## src/rtl/seletor_velocidade_pkg.sv

```systemverilog
// Shared constants and the level-to-period mapping for the speed selector.
package pkg_velocidade;

  localparam int unsigned MODO_CIRCULAR = 0;
  localparam int unsigned MODO_SATURA   = 1;

  // Tick period in clk cycles: a higher level gives a shorter period.
  function automatic int unsigned periodo_nivel(input int unsigned periodo_base,
                                                input int unsigned num_niveis,
                                                input int unsigned nivel);
    return periodo_base * (num_niveis - nivel);
  endfunction

endpackage

```

## src/rtl/seletor_velocidade_debounce.sv

```systemverilog
// Two-flop synchroniser plus counter debounce for one active-low button.
// Emits a one-cycle pulse on each accepted press (released -> pressed).
module debounce_botao #(
  parameter int unsigned DEBOUNCE_CICLOS = 16
) (
  input  logic clk,
  input  logic reset,
  input  logic botao,
  output logic pressionado
);

  localparam int unsigned LARGURA_CONT = $clog2(DEBOUNCE_CICLOS + 1);

  logic                    s1;
  logic                    s2;
  logic                    estavel;
  logic                    estavel_d;
  logic [LARGURA_CONT-1:0] cont;

  // Synchronise, count stable disagreement, and register the press edge.
  always_ff @(posedge clk) begin
    if (reset) begin
      s1          <= 1'b1;
      s2          <= 1'b1;
      estavel     <= 1'b1;
      estavel_d   <= 1'b1;
      cont        <= '0;
      pressionado <= 1'b0;
    end else begin
      s1          <= botao;
      s2          <= s1;
      estavel_d   <= estavel;
      pressionado <= estavel_d & ~estavel;
      if (s2 != estavel) begin
        if (cont == LARGURA_CONT'(DEBOUNCE_CICLOS - 1)) begin
          estavel <= s2;
          cont    <= '0;
        end else begin
          cont <= cont + LARGURA_CONT'(1);
        end
      end else begin
        cont <= '0;
      end
    end
  end

endmodule

```

## src/rtl/seletor_velocidade.sv

```systemverilog
// Speed selector: debounced up/down buttons step a level that sets the
// action-rate tick period; each level change pulses reset_contagem_botao.
module seletor_velocidade #(
  parameter int unsigned NUM_NIVEIS      = 4,
  parameter int unsigned LARGURA_NIVEL   = $clog2(NUM_NIVEIS),
  parameter int unsigned DEBOUNCE_CICLOS = 16,
  parameter int unsigned PERIODO_BASE    = 25000000,
  parameter int unsigned MODO_SATURA     = 0,
  parameter int unsigned NIVEL_INICIAL   = 0
) (
  input  logic                     clk,
  input  logic                     reset,
  input  logic                     botao_mais,
  input  logic                     botao_menos,
  output logic [LARGURA_NIVEL-1:0] nivel,
  output logic                     reset_contagem_botao,
  output logic                     tick
);

  import pkg_velocidade::*;

  localparam int unsigned LARGURA_CONT = $clog2(PERIODO_BASE * NUM_NIVEIS);
  localparam logic [LARGURA_NIVEL-1:0] NIVEL_MAX = LARGURA_NIVEL'(NUM_NIVEIS - 1);
  localparam bit SATURA = (MODO_SATURA == pkg_velocidade::MODO_SATURA);

  logic                     pulso_mais;
  logic                     pulso_menos;
  logic [LARGURA_NIVEL-1:0] nivel_prox_c;
  logic                     muda_c;
  logic [LARGURA_CONT-1:0]  cont;
  logic [LARGURA_CONT-1:0]  cont_fim_c;

  debounce_botao #(.DEBOUNCE_CICLOS(DEBOUNCE_CICLOS)) u_deb_mais (
    .clk         (clk),
    .reset       (reset),
    .botao       (botao_mais),
    .pressionado (pulso_mais)
  );

  debounce_botao #(.DEBOUNCE_CICLOS(DEBOUNCE_CICLOS)) u_deb_menos (
    .clk         (clk),
    .reset       (reset),
    .botao       (botao_menos),
    .pressionado (pulso_menos)
  );

  // Next level from the press pulses; simultaneous presses cancel out.
  always_comb begin
    nivel_prox_c = nivel;
    if (pulso_mais && !pulso_menos) begin
      if (nivel == NIVEL_MAX) nivel_prox_c = SATURA ? nivel : '0;
      else                    nivel_prox_c = nivel + LARGURA_NIVEL'(1);
    end else if (pulso_menos && !pulso_mais) begin
      if (nivel == '0) nivel_prox_c = SATURA ? nivel : NIVEL_MAX;
      else             nivel_prox_c = nivel - LARGURA_NIVEL'(1);
    end
    muda_c = (nivel_prox_c != nivel);
  end

  assign cont_fim_c = LARGURA_CONT'(periodo_nivel(PERIODO_BASE, NUM_NIVEIS, 32'(nivel)) - 1);

  // Level register and tick counter; a level change restarts the cadence.
  always_ff @(posedge clk) begin
    if (reset) begin
      nivel                <= LARGURA_NIVEL'(NIVEL_INICIAL);
      reset_contagem_botao <= 1'b0;
      cont                 <= '0;
      tick                 <= 1'b0;
    end else begin
      nivel                <= nivel_prox_c;
      reset_contagem_botao <= muda_c;
      if (muda_c) begin
        cont <= '0;
        tick <= 1'b0;
      end else if (cont == cont_fim_c) begin
        cont <= '0;
        tick <= 1'b1;
      end else begin
        cont <= cont + LARGURA_CONT'(1);
        tick <= 1'b0;
      end
    end
  end

endmodule

```

## config.mk

```make
export PLATFORM = sky130hd
export DESIGN_NAME = seletor_velocidade
export DESIGN_NICKNAME = d
export VERILOG_FILES = /design/src/rtl/seletor_velocidade_pkg.sv /design/src/rtl/seletor_velocidade_debounce.sv /design/src/rtl/seletor_velocidade.sv
export SDC_FILE = /design/constraint.sdc
export NUM_CORES = 1
export LEC_CHECK = 0
export CAP_MARGIN = 20
export CORE_MARGIN = 2
export CORE_UTILIZATION = 23
export DETAILED_ROUTE_END_ITERATION = 16
export GPL_ROUTABILITY_DRIVEN = 0
export HOLD_SLACK_MARGIN = 0.15
export SYNTH_ARGS = -nofsm -noshare
export SYNTH_HDL_FRONTEND = slang
export SYNTH_SLANG_ARGS = --single-unit
```

## constraint.sdc

```tcl
create_clock -name clk -period 3.94 [get_ports clk]
set_clock_uncertainty 0.05 [all_clocks]
set_input_delay 0.788 -clock clk [delete_from_list [all_inputs] [get_ports clk]]
set_output_delay 0.788 -clock clk [all_outputs]
set_load 0.02 [all_outputs]
```

==> results of run 1 <==
-- stage by stage --
step	instances	area (um2)
2_1_floorplan	347	3137
3_3_place_gp	524	3406
3_5_place_dp	524	3406
4_1_cts	532	3556
5_1_grt	539	3643
6_report	539	3643
-- state kept, by name, indices dropped and copies added (netlist names) --
register / flops
u_deb_menos.s2: 1
u_deb_mais.estavel_d: 1
u_deb_menos.cont: 5
tick: 1
u_deb_menos.s1: 1
u_deb_menos.pressionado: 1
u_deb_mais.s2: 1
u_deb_mais.estavel: 1
u_deb_mais.cont: 5
u_deb_mais.s1: 1
u_deb_mais.pressionado: 1
nivel: 2
cont: 27
u_deb_menos.estavel: 1
reset_contagem_botao: 1
u_deb_menos.estavel_d: 1
-- power groups by stage --
stage | clock network (W) | registers [W] | logic (W)
final | 0.000438 | 0.000524 | 0.0000283
after global routing | 0.000479 | 0.000525 | 0.0000333
after global placement | 0 | 0.000536 | 0.0000264
after floorplan | 0 | 0.000535 | 0.0000208
after CTS | 0.000455 | 0.000524 | 0.0000276
after detailed placement | 0 | 0.000536 | 0.0000272
-- final cells by class --
cell class | count | share of cell area (%)
flip-flops and latches | 51 | 28.16
clock inverters | 3 | 0.6525
multi-input cells | 262 | 53.40
repair buffers | 22 | 6.181
well taps | 176 | 6.044
inverters | 20 | 2.129
clock buffers | 5 | 3.434
-- kinds of logic (layout without fill, tap and decap cells) --
| logic type | count (synthesis) | after routing | share of synthesized area, % |
|---|---|---|---|
| AND/OR/NAND/NOR | 137 | 137 | 23.29 |
| flip-flops | 51 | 51 | 33.10 |
| XOR/XNOR | 47 | 47 | 13.83 |
| AO/OA/AOI/OAI | 40 | 40 | 10.18 |
| buffers and inverters | 34 | 50 | 5.679 |
| adder cells (fa/ha/maj) | 30 | 30 | 12.17 |
| multiplexers | 5 | 5 | 1.623 |
| other | 1 | 3 | 0.1216 |
-- worst max path at each step --
stage	endpoint	slack (ns)	depth (start not counted)
3_5_place_dp	tick$_SDFF_PP0_	0.05	15
3_3_place_gp	tick$_SDFF_PP0_	0.16	15
2_1_floorplan	cont[7]$_SDFF_PP0_	0.007	17
5_1_grt	cont[13]$_SDFF_PP0_	-0.02	16
4_1_cts	tick$_SDFF_PP0_	0.06	15
6_report	tick$_SDFF_PP0_	0.22	16
-- cells in the final DEF, fill, tap and decap left out, drive strengths merged, types with 3 or more instances in the layout --
cell / instances
clkdlybuf4s50: 7
a211oi: 12
nand2b: 3
and4: 5
and3: 6
or3: 7
mux2i: 5
nand4: 7
nor2: 32
inv: 21
or2: 7
conb: 3
nand3: 13
clkbuf: 6
nand2: 26
xnor2: 24
a21oi: 13
nor4: 8
xor2: 22
ha: 30
buf: 14
nor2b: 3
dfxtp: 51
nor3: 11
-- critical path: cells and delay by family (launching register included) --
family / cells / cell delay (ns)
simple gates: 3 / 0.40
fa+ha+maj: 5 / 1.45
buf+inv: 3 / 0.50
xor+xnor: 2 / 0.27
flops: 1 / 0.37
compound gates: 3 / 0.62
-- routing by layer --
| metal | vias to the layer above | wire [um] | track usage (%) |
|---|---|---|---|
| met3 | 6 | 175 | 2.281 |
| met5 | - | 0 | 0 |
| li1 | 1222 | - | - |
| met1 | 1120 | 2977 | 10.89 |
| met2 | 28 | 2920 | 15.32 |
| met4 | 0 | 79 | 4.118 |
-- what timing repair did --
action	4_1_cts	5_1_grt
gates cloned	0	1
setup buffers	0	6
resized for setup	1	5
hold buffers	0	0
pin swaps	0	3
endpoints found under the setup margin	1	24
==> impl_metrics.py, run 1 <==
metrics = {
    "sta": {
        "drv_slew": 0,
        "fin_crit_ns": 3.724,
        "setup_viol": 0,
        "holdWs_ns": 0.3587,
        "fmax_mhz": 268.5,
        "slew_headroom_pct": 37.72,
        "tightest_slew_ns": 0.9307,
        "fin_crit_sh_pct": 94.53,
        "rsz0062_at_grt": "yes",
        "layout_setup_ws_ns": 0.2155,
        "finalHoldViolations": 0,
        "setup_tns_ns": 0,
    },
    "clock_network": {
        "clk_pin_slew_ns": 0.07,
        "cts.path.max_buffers": 2,
        "cts_tree": "yes",
        "htree_num_levels": 2,
        "clock-root-buffer": "clkbuf_16",
        "clock_latency_ns": 0.29,
        "cts.sinks": 51,
        "cts_buffers": 5,
    },
    "critical_path": {
        "cpMaxStageDelayCell": "dfxtp_4",
        "worst_r2r_path_depth": 16,
        "path_max_fanout": 12,
        "rrSetupSlack_ns": 0.22,
        "crit_type": "reg2reg",
        "start_kind": "flop",
        "cp_data_arrival_time_ns": 3.91,
        "cpMostUsedCell": "ha_1",
        "r2r_start": "nivel[0]$_SDFF_PP0_",
        "crit_chain": "buf_4 > ha_1 > nor2_1 > xnor2_1 > ha_1 > ha_1 > ha_1 > ha_1 > a2111oi_2 > nor2_1 > o31ai_2 > xnor2_1 > a2111oi_4 > buf_4 > buf_12 > and3_2",
        "r2r-end": "tick$_SDFF_PP0_",
        "end_kind": "flop",
        "crit_start": "nivel[0]$_SDFF_PP0_",
        "critPathMaxStageDelay_ns": 0.37,
        "cp.required_ns": 4.12,
    },
    "detailed_routing": {
        "wl_um": 6152,
        "ant_nets": 0,
        "routedWlPerCell_um": 11.41,
        "avgViaCountPerCell": 4.408,
        "drtIter0Drc": 123,
        "drt_pass1_iterations": 4,
        "drc_errors": 0,
        "vias": 2376,
    },
    "cells_and_area": {
        "antennaDiodeCount": 0,
        "final-seq-area_mm2": 0.001026,
        "fillers": 1389,
        "nNetsFinal": 396,
        "syn_to_final_growth_pct": 18.13,
        "drive_gt1_share_pct": 14.33,
        "post-route-util_pct": 27.62,
        "multi_input_area_mm2": 0.001946,
    },
    "synthesis": {
        "syn_area_per_cell_um2": 8.940,
        "ys_types": 48,
        "synth_ff_type": "dfxtp_1",
        "yosysTopAreaCellShare_pct": 33.10,
        "yosysTopAreaCell": "dfxtp_1",
        "synthesis.area_mm2": 0.003084,
        "synth-seq-cells": 51,
        "synth.area.top_cells": "dfxtp_1 (33%), ha_1 (12%), xnor2_1 (6.8%)",
        "synth_commonest_cells": "dfxtp_1 (51), nor2_1 (32), ha_1 (30), nand2_1 (26), xnor2_1 (24)",
        "synth.most_common_cell": "dfxtp_1",
        "synth_cells": 345,
        "yosysSeqAreaShare_pct": 33.10,
        "async_flop_share_pct": 0,
        "synth_edf_count": 0,
        "ys.warnings.count": 0,
    },
    "placement": {
        "port_buffers": 7,
        "pre_cts_slack_ns": 0.04684,
        "dpl.hpwl_um": 4428,
    },
    "run": {
        "max-cap-violations": 0,
    },
    "die": {
        "die_area_mm2": 0.01435,
        "die_x_um": 119.8,
        "die_h_um": 119.8,
        "core_region_area_mm2": 0.01319,
        "io_pins": 8,
        "fp-row-count": 42,
        "start_util_pct": 23.38,
    },
    "hold_path": {
        "hold_path.class": "reg2reg",
        "hold_path.startpoint": "u_deb_mais.s1$_SDFF_PP1_",
        "holdPathEnd": "u_deb_mais.s2$_SDFF_PP1_",
        "hold_path_depth": 1,
    },
    "global_route": {
        "grt_antenna_before_repair": 0,
        "grt_pass1_vias": 2339,
        "grt_pass1_wl_um": 10610,
        "grt_max_degree": 25,
        "track_usage_pct": 9.095,
        "grt_overflow": 0,
    },
    "pwr": {
        "leakagePower_nw": 1.383,
        "switching_share_pct": 22.10,
        "p_switching_w": 0.0002189,
        "vdd_drop_max_v": 0.0001506,
        "p_clk_share_pct": 44.2,
        "power_w": 0.0009904,
        "pwr-share-seq_pct": 52.9,
        "power.density_mw_per_mm2": 271.8,
        "intPower_w": 0.0007715,
        "comb_power_share_pct": 2.9,
    },
    "outcome": {
        "status": "finished, final reports clean",
    },
}
Power figures use the tool's default switching activity.
==> run 2: changes to the inputs <==
--- a/config.mk
+++ b/config.mk
@@ -8,9 +8,11 @@
 export CAP_MARGIN = 20
 export CORE_MARGIN = 2
 export CORE_UTILIZATION = 23
+export CTS_CLUSTER_DIAMETER = 100
 export DETAILED_ROUTE_END_ITERATION = 16
 export GPL_ROUTABILITY_DRIVEN = 0
 export HOLD_SLACK_MARGIN = 0.15
+export PLACE_DENSITY_LB_ADDON = 0.1
 export SYNTH_ARGS = -nofsm -noshare
 export SYNTH_HDL_FRONTEND = slang
 export SYNTH_SLANG_ARGS = --single-unit
==> impl_metrics.py, run 2 (synthesized netlist as in run 1, its figures left out) <==
metrics = {
    "critical_path": {
        "crit_type": "reg2reg",
        "r2r_start": "nivel[0]$_SDFF_PP0_",
        "cp_data_arrival_time_ns": 3.88,
        "rrSetupSlack_ns": 0.24,
        "crit_chain": "buf_4 > ha_2 > xnor2_2 > ha_1 > ha_4 > ha_2 > or3_4 > a221oi_4 > buf_6 > mux2i_4 > xor3_1 > o21bai_4 > buf_12 > and3_2",
        "cp.required_ns": 4.12,
        "end_kind": "flop",
        "cpMaxStageDelayCell": "dfxtp_4",
        "cp.depth": 14,
        "path_max_fanout": 15,
        "critPathMaxStageDelay_ns": 0.36,
        "worst_r2r_path_depth": 14,
        "start_kind": "flop",
        "crit_family": "adder cells",
        "cpMostUsedCell": "ha_2",
        "r2r-end": "tick$_SDFF_PP0_",
        "worst-path-buf-inv": 3,
    },
    "sta": {
        "slew_headroom_pct": 38.31,
        "fmax_mhz": 270.1,
        "fin_crit_sh_pct": 93.98,
        "setup_viol": 0,
        "setup_tns_ns": 0,
        "fin_crit_ns": 3.703,
        "drv_slew": 0,
        "tightest_slew_ns": 0.9219,
        "rsz0062_at_grt": "no",
        "layout_setup_ws_ns": 0.2372,
        "finalHoldViolations": 0,
    },
    "clock_network": {
        "clock-root-buffer": "clkbuf_16",
        "cts_tree": "yes",
        "clock_latency_ns": 0.29,
        "cts.path.max_buffers": 2,
        "cts.sinks": 51,
        "clk_pin_slew_ns": 0.07,
        "htree_num_levels": 2,
        "holdBufCountCts": 0,
        "cts_buffers": 5,
    },
    "placement": {
        "pre_cts_slack_ns": 0.1647,
        "dp.cells": 526,
        "port_buffers": 7,
        "dpl.hpwl_um": 5134,
    },
    "hold_path": {
        "hold_path_depth": 1,
        "holdPathEnd": "u_deb_menos.s2$_SDFF_PP1_",
        "hold_path.class": "reg2reg",
        "hold_path.startpoint": "u_deb_menos.s1$_SDFF_PP1_",
    },
    "global_route": {
        "grt_antenna_before_repair": 0,
        "grt_pass1_vias": 2345,
        "grt_max_degree": 25,
        "grt_overflow": 0,
        "track_usage_pct": 10.38,
        "grt_pass1_wl_um": 11820,
    },
    "die": {
        "start_util_pct": 23.38,
        "die_x_um": 119.8,
        "fp-row-count": 42,
        "core_region_area_mm2": 0.01319,
        "io_pins": 8,
        "die_h_um": 119.8,
        "die_area_mm2": 0.01435,
    },
    "cells_and_area": {
        "final_cell_mix": "dfxtp_1 (49), nor2_1 (32), nand2_1 (25), ha_1 (24), xnor2_1 (23)",
        "drive_gt1_share_pct": 16.21,
        "syn_to_final_growth_pct": 20.61,
        "largest_register_ffs": 27,
        "antennaDiodeCount": 0,
        "final_cells": 540,
        "reg_top3": "cont x27, u_deb_mais.cont x5, u_deb_menos.cont x5",
        "fillers": 1390,
        "nNetsFinal": 397,
        "top_register": "cont",
        "final_common_cell": "dfxtp_1",
    },
    "detailed_routing": {
        "vias": 2346,
        "avgViaCountPerCell": 4.344,
        "drt_pass1_iterations": 4,
        "drc_errors": 0,
        "ant_nets": 0,
        "wl_um": 7162,
        "drtIter0Drc": 72,
        "routedWlPerCell_um": 13.26,
    },
    "pwr": {
        "power.density_mw_per_mm2": 266.9,
        "leakagePower_nw": 1.388,
        "vdd_drop_max_v": 0.0001548,
    },
    "run": {
        "max-cap-violations": 0,
    },
    "outcome": {
        "status": "finished, final reports clean",
    },
}
run 2: worst max path at each step:
| stage | from | endpoint | slack [ns] |
|---|---|---|---|
| final | nivel[0]$_SDFF_PP0_ | tick$_SDFF_PP0_ | 0.24 |
| after CTS | nivel[1]$_SDFF_PP0_ | tick$_SDFF_PP0_ | 0.11 |
| after floorplan | nivel[0]$_SDFF_PP0_ | cont[7]$_SDFF_PP0_ | 0.007 |
| after detailed placement | nivel[1]$_SDFF_PP0_ | tick$_SDFF_PP0_ | 0.16 |
| after global routing | nivel[0]$_SDFF_PP0_ | cont[7]$_SDFF_PP0_ | 0.03 |
| after global placement | nivel[1]$_SDFF_PP0_ | tick$_SDFF_PP0_ | 0.17 |
run 2: repair_timing:
| item | in CTS | in global routing |
|---|---|---|
| setup endpoints to repair | 0 | 24 |
| hold endpoints to repair | 0 | 0 |
| buffers inserted | 0 | 3 |
| resized for setup | 0 | 16 |
run 2: final cells by class:
| class | instances | area, um2 | area share [%] |
|---|---|---|---|
| clock buffer | 5 | 125.1 | 3.364 |
| clock inverter | 3 | 22.52 | 0.6054 |
| inverter | 20 | 77.57 | 2.085 |
| multi-input combinational | 262 | 1991 | 53.51 |
| sequential | 51 | 1026 | 27.58 |
| tap | 176 | 220.2 | 5.920 |
| timing repair buffer | 23 | 257.7 | 6.929 |
run 2: report_power, final:
group          switching, W  internal [W]   total, W  leakage (nW)
combinational     0.0000158     0.0000135  0.0000293         0.900
clock              0.000201      0.000239   0.000440        0.0746
sequential       0.00000426      0.000520   0.000524         0.414
total              0.000221      0.000772   0.000993          1.39
run 2: layer usage:
| layer | GRT usage [%] | vias up | routed length, um |
|---|---|---|---|
| li1 | - | 1232 | - |
| met1 | 13.29 | 1092 | 3543 |
| met2 | 17.68 | 15 | 3381 |
| met3 | 1.854 | 7 | 108 |
| met4 | 3.309 | 0 | 128 |
| met5 | 0 | - | 0 |
run 2: metrics by stage:
stage	utilization (%)	instance area (um2)	power [W]	hold WS [ns]
after global placement	25.93	3421	0.0005636	0.3447
final	28.20	3720	0.0009930	0.3615
after CTS	27.05	3568	0.001015	0.3660
after floorplan	-	3137	0.0005557	0.3395
after detailed placement	25.93	3421	0.0005639	0.3471
after global routing	28.20	3720	0.001043	0.3742
==> run 3: changes to the inputs <==
--- a/config.mk
+++ b/config.mk
@@ -7,12 +7,12 @@
 export LEC_CHECK = 0
 export CAP_MARGIN = 20
 export CORE_MARGIN = 2
-export CORE_UTILIZATION = 23
+export CORE_UTILIZATION = 35
 export CTS_CLUSTER_DIAMETER = 100
 export DETAILED_ROUTE_END_ITERATION = 16
 export GPL_ROUTABILITY_DRIVEN = 0
 export HOLD_SLACK_MARGIN = 0.15
-export PLACE_DENSITY_LB_ADDON = 0.1
+export PLACE_DENSITY = 0.52
 export SYNTH_ARGS = -nofsm -noshare
 export SYNTH_HDL_FRONTEND = slang
 export SYNTH_SLANG_ARGS = --single-unit
==> impl_metrics.py, run 3 (synthesized netlist as in run 1, its figures left out) <==
metrics = {
    "detailed_routing": {
        "drtIter0Drc": 63,
        "vias": 2363,
        "routedWlPerCell_um": 12.93,
        "drt_pass1_iterations": 4,
        "wl_um": 6114,
        "drc_errors": 0,
        "ant_nets": 0,
        "avgViaCountPerCell": 4.996,
    },
    "pwr": {
        "switching_share_pct": 23.51,
        "power_w": 0.0008691,
        "comb_power_share_pct": 3.5,
        "power.density_mw_per_mm2": 242.4,
        "p_switching_w": 0.0002043,
        "pwr-share-seq_pct": 60.3,
        "leakagePower_nw": 1.371,
        "intPower_w": 0.0006648,
        "p_clk_share_pct": 36.2,
        "vdd_drop_max_v": 0.0001447,
    },
    "critical_path": {
        "critPathMaxStageDelay_ns": 0.36,
        "start_kind": "flop",
        "cpMaxStageDelayCell": "dfxtp_2",
        "cp.required_ns": 4.14,
        "path_max_fanout": 12,
        "worst_r2r_path_depth": 15,
        "r2r-end": "tick$_SDFF_PP0_",
        "crit_start": "nivel[1]$_SDFF_PP0_",
        "crit_chain": "clkinvlp_4 > ha_4 > nand2_1 > xnor2_1 > ha_1 > ha_1 > ha_1 > ha_2 > or3_4 > o31ai_4 > xnor2_2 > a2111oi_4 > buf_4 > buf_12 > and3_2",
        "cp_data_arrival_time_ns": 4.01,
        "end_kind": "flop",
        "crit_type": "reg2reg",
        "r2r_start": "nivel[1]$_SDFF_PP0_",
        "crit_family": "adder cells",
        "cp.depth": 15,
        "worst-path-buf-inv": 3,
        "cpMostUsedCell": "ha_1",
        "cp-endpoint": "tick$_SDFF_PP0_",
        "rrSetupSlack_ns": 0.13,
    },
    "clock_network": {
        "clock-root-buffer": "clkbuf_8",
        "holdBufCountCts": 0,
        "htree_num_levels": 2,
        "clk_pin_slew_ns": 0.10,
        "clock_latency_ns": 0.31,
        "cts_buffers": 5,
        "cts_tree": "yes",
        "cts.path.max_buffers": 2,
        "cts.sinks": 51,
    },
    "sta": {
        "setup_viol": 0,
        "fin_crit_ns": 3.808,
        "setup_tns_ns": 0,
        "drv_slew": 0,
        "tightest_slew_ns": 0.8751,
        "fmax_mhz": 262.6,
        "slew_headroom_pct": 41.44,
        "fin_crit_sh_pct": 96.66,
        "rsz0062_at_grt": "yes",
        "finalHoldViolations": 0,
    },
    "cells_and_area": {
        "fillers": 849,
        "final_cell_mix": "dfxtp_1 (49), nor2_1 (31), nand2_1 (26), ha_1 (24), xnor2_1 (23)",
        "syn_to_final_growth_pct": 16.23,
        "final_cells": 473,
        "final_common_cell": "dfxtp_1",
        "nNetsFinal": 398,
        "antennaDiodeCount": 0,
        "largest_register_ffs": 27,
        "top_register": "cont",
        "reg_top3": "cont x27, u_deb_mais.cont x5, u_deb_menos.cont x5",
        "drive_gt1_share_pct": 16.44,
    },
    "die": {
        "fp-row-count": 34,
        "die_area_mm2": 0.009579,
        "die_x_um": 97.87,
        "start_util_pct": 35.71,
        "die_h_um": 97.87,
        "core_region_area_mm2": 0.008636,
        "io_pins": 8,
    },
    "global_route": {
        "grt_antenna_before_repair": 0,
        "grt_overflow": 0,
        "grt_max_degree": 25,
        "grt_pass1_vias": 2186,
        "grt_pass1_wl_um": 10190,
        "track_usage_pct": 12.77,
    },
    "placement": {
        "port_buffers": 7,
        "dp.cells": 456,
        "dpl.hpwl_um": 4401,
    },
    "hold_path": {
        "hold_path.class": "reg2reg",
    },
    "run": {
        "max-cap-violations": 0,
    },
    "outcome": {
        "status": "finished, final reports clean",
    },
}
==> run 3: cell count changes in the layout (fill, tap and decap cells not counted), moves of 2 or more <==
| cell | previous run | this run |
|---|---|---|
| clkbuf_16 | 7 | 1 |
| clkbuf_8 | 0 | 5 |
| buf_4 | 10 | 13 |
| buf_6 | 2 | 0 |
| inv_2 | 2 | 0 |
==> run 3: worst min-delay path, cell delays in order (launching register included) <==
cell     delay (ns)
dfxtp_1        0.31
inv_1          0.04
nor2_1         0.03
==> run 3: power groups by stage <==
stage	combinational (W)	clock, W	sequential (W)
final	0.0000304	0.000315	0.000524
after global routing	0.0000343	0.000349	0.000525
after CTS	0.0000279	0.000333	0.000524
after detailed placement	0.0000275	0	0.000536
after global placement	0.0000276	0	0.000536
after floorplan	0.0000208	0	0.000535
==> run 3: stage by stage <==
stage / hold WS (ns) / util (%) / area, um2 / worst slack (ns)
2_1_floorplan: 0.3395 / - / 3137 / 0.007166
3_3_place_gp: 0.3419 / 38.45 / 3321 / 0.05382
3_5_place_dp: 0.3475 / 38.45 / 3321 / 0.04521
4_1_cts: 0.3666 / 39.57 / 3417 / 0.06305
5_1_grt: 0.3853 / 41.51 / 3585 / -0.03095
6_report: 0.3634 / 41.51 / 3585 / 0.1318
==> run 3: per-layer routing <==
layer / vias up / part of all wire (%) / routed length, um / track usage, %
li1: 1230 / - / - / -
met5: - / 0 / 0 / 0
met1: 1116 / 49 / 2989 / 16.80
met3: 5 / 1.5 / 90 / 1.933
met2: 12 / 49 / 2978 / 21.97
met4: 0 / 0.93 / 57 / 3.205
==> run 3: final cells by class <==
class / instances / area, um2 / area share (%)
multi-input cells: 262 / 1999 / 55.78
flip-flops and latches: 51 / 1026 / 28.62
repair buffers: 24 / 247.7 / 6.911
well taps: 108 / 135.1 / 3.770
inverters: 20 / 81.33 / 2.269
clock buffers: 5 / 68.82 / 1.920
clock inverters: 3 / 26.28 / 0.7330
==> run 3: how the worst min path moves through the flow <==
stage                                startpoint                                 end  slack (ns)  depth (start not counted)
2_1_floorplan          u_deb_mais.s1$_SDFF_PP1_            u_deb_mais.s2$_SDFF_PP1_        0.34                          1
3_3_place_gp           u_deb_mais.s1$_SDFF_PP1_            u_deb_mais.s2$_SDFF_PP1_        0.34                          1
3_5_place_dp           u_deb_mais.s1$_SDFF_PP1_            u_deb_mais.s2$_SDFF_PP1_        0.35                          1
4_1_cts        u_deb_menos.estavel_d$_SDFF_PP1_  u_deb_menos.pressionado$_SDFF_PP0_        0.37                          2
5_1_grt                u_deb_mais.s1$_SDFF_PP1_            u_deb_mais.s2$_SDFF_PP1_        0.39                          1
6_report       u_deb_menos.estavel_d$_SDFF_PP1_  u_deb_menos.pressionado$_SDFF_PP0_        0.36                          2
==> run 3: repair_timing <==
item / in CTS / in global routing
gates cloned: 0 / 1
gates resized for setup: 1 / 16
buffers inserted: 0 / 8
pin swaps: 0 / 7
endpoints found under the setup margin: 1 / 24
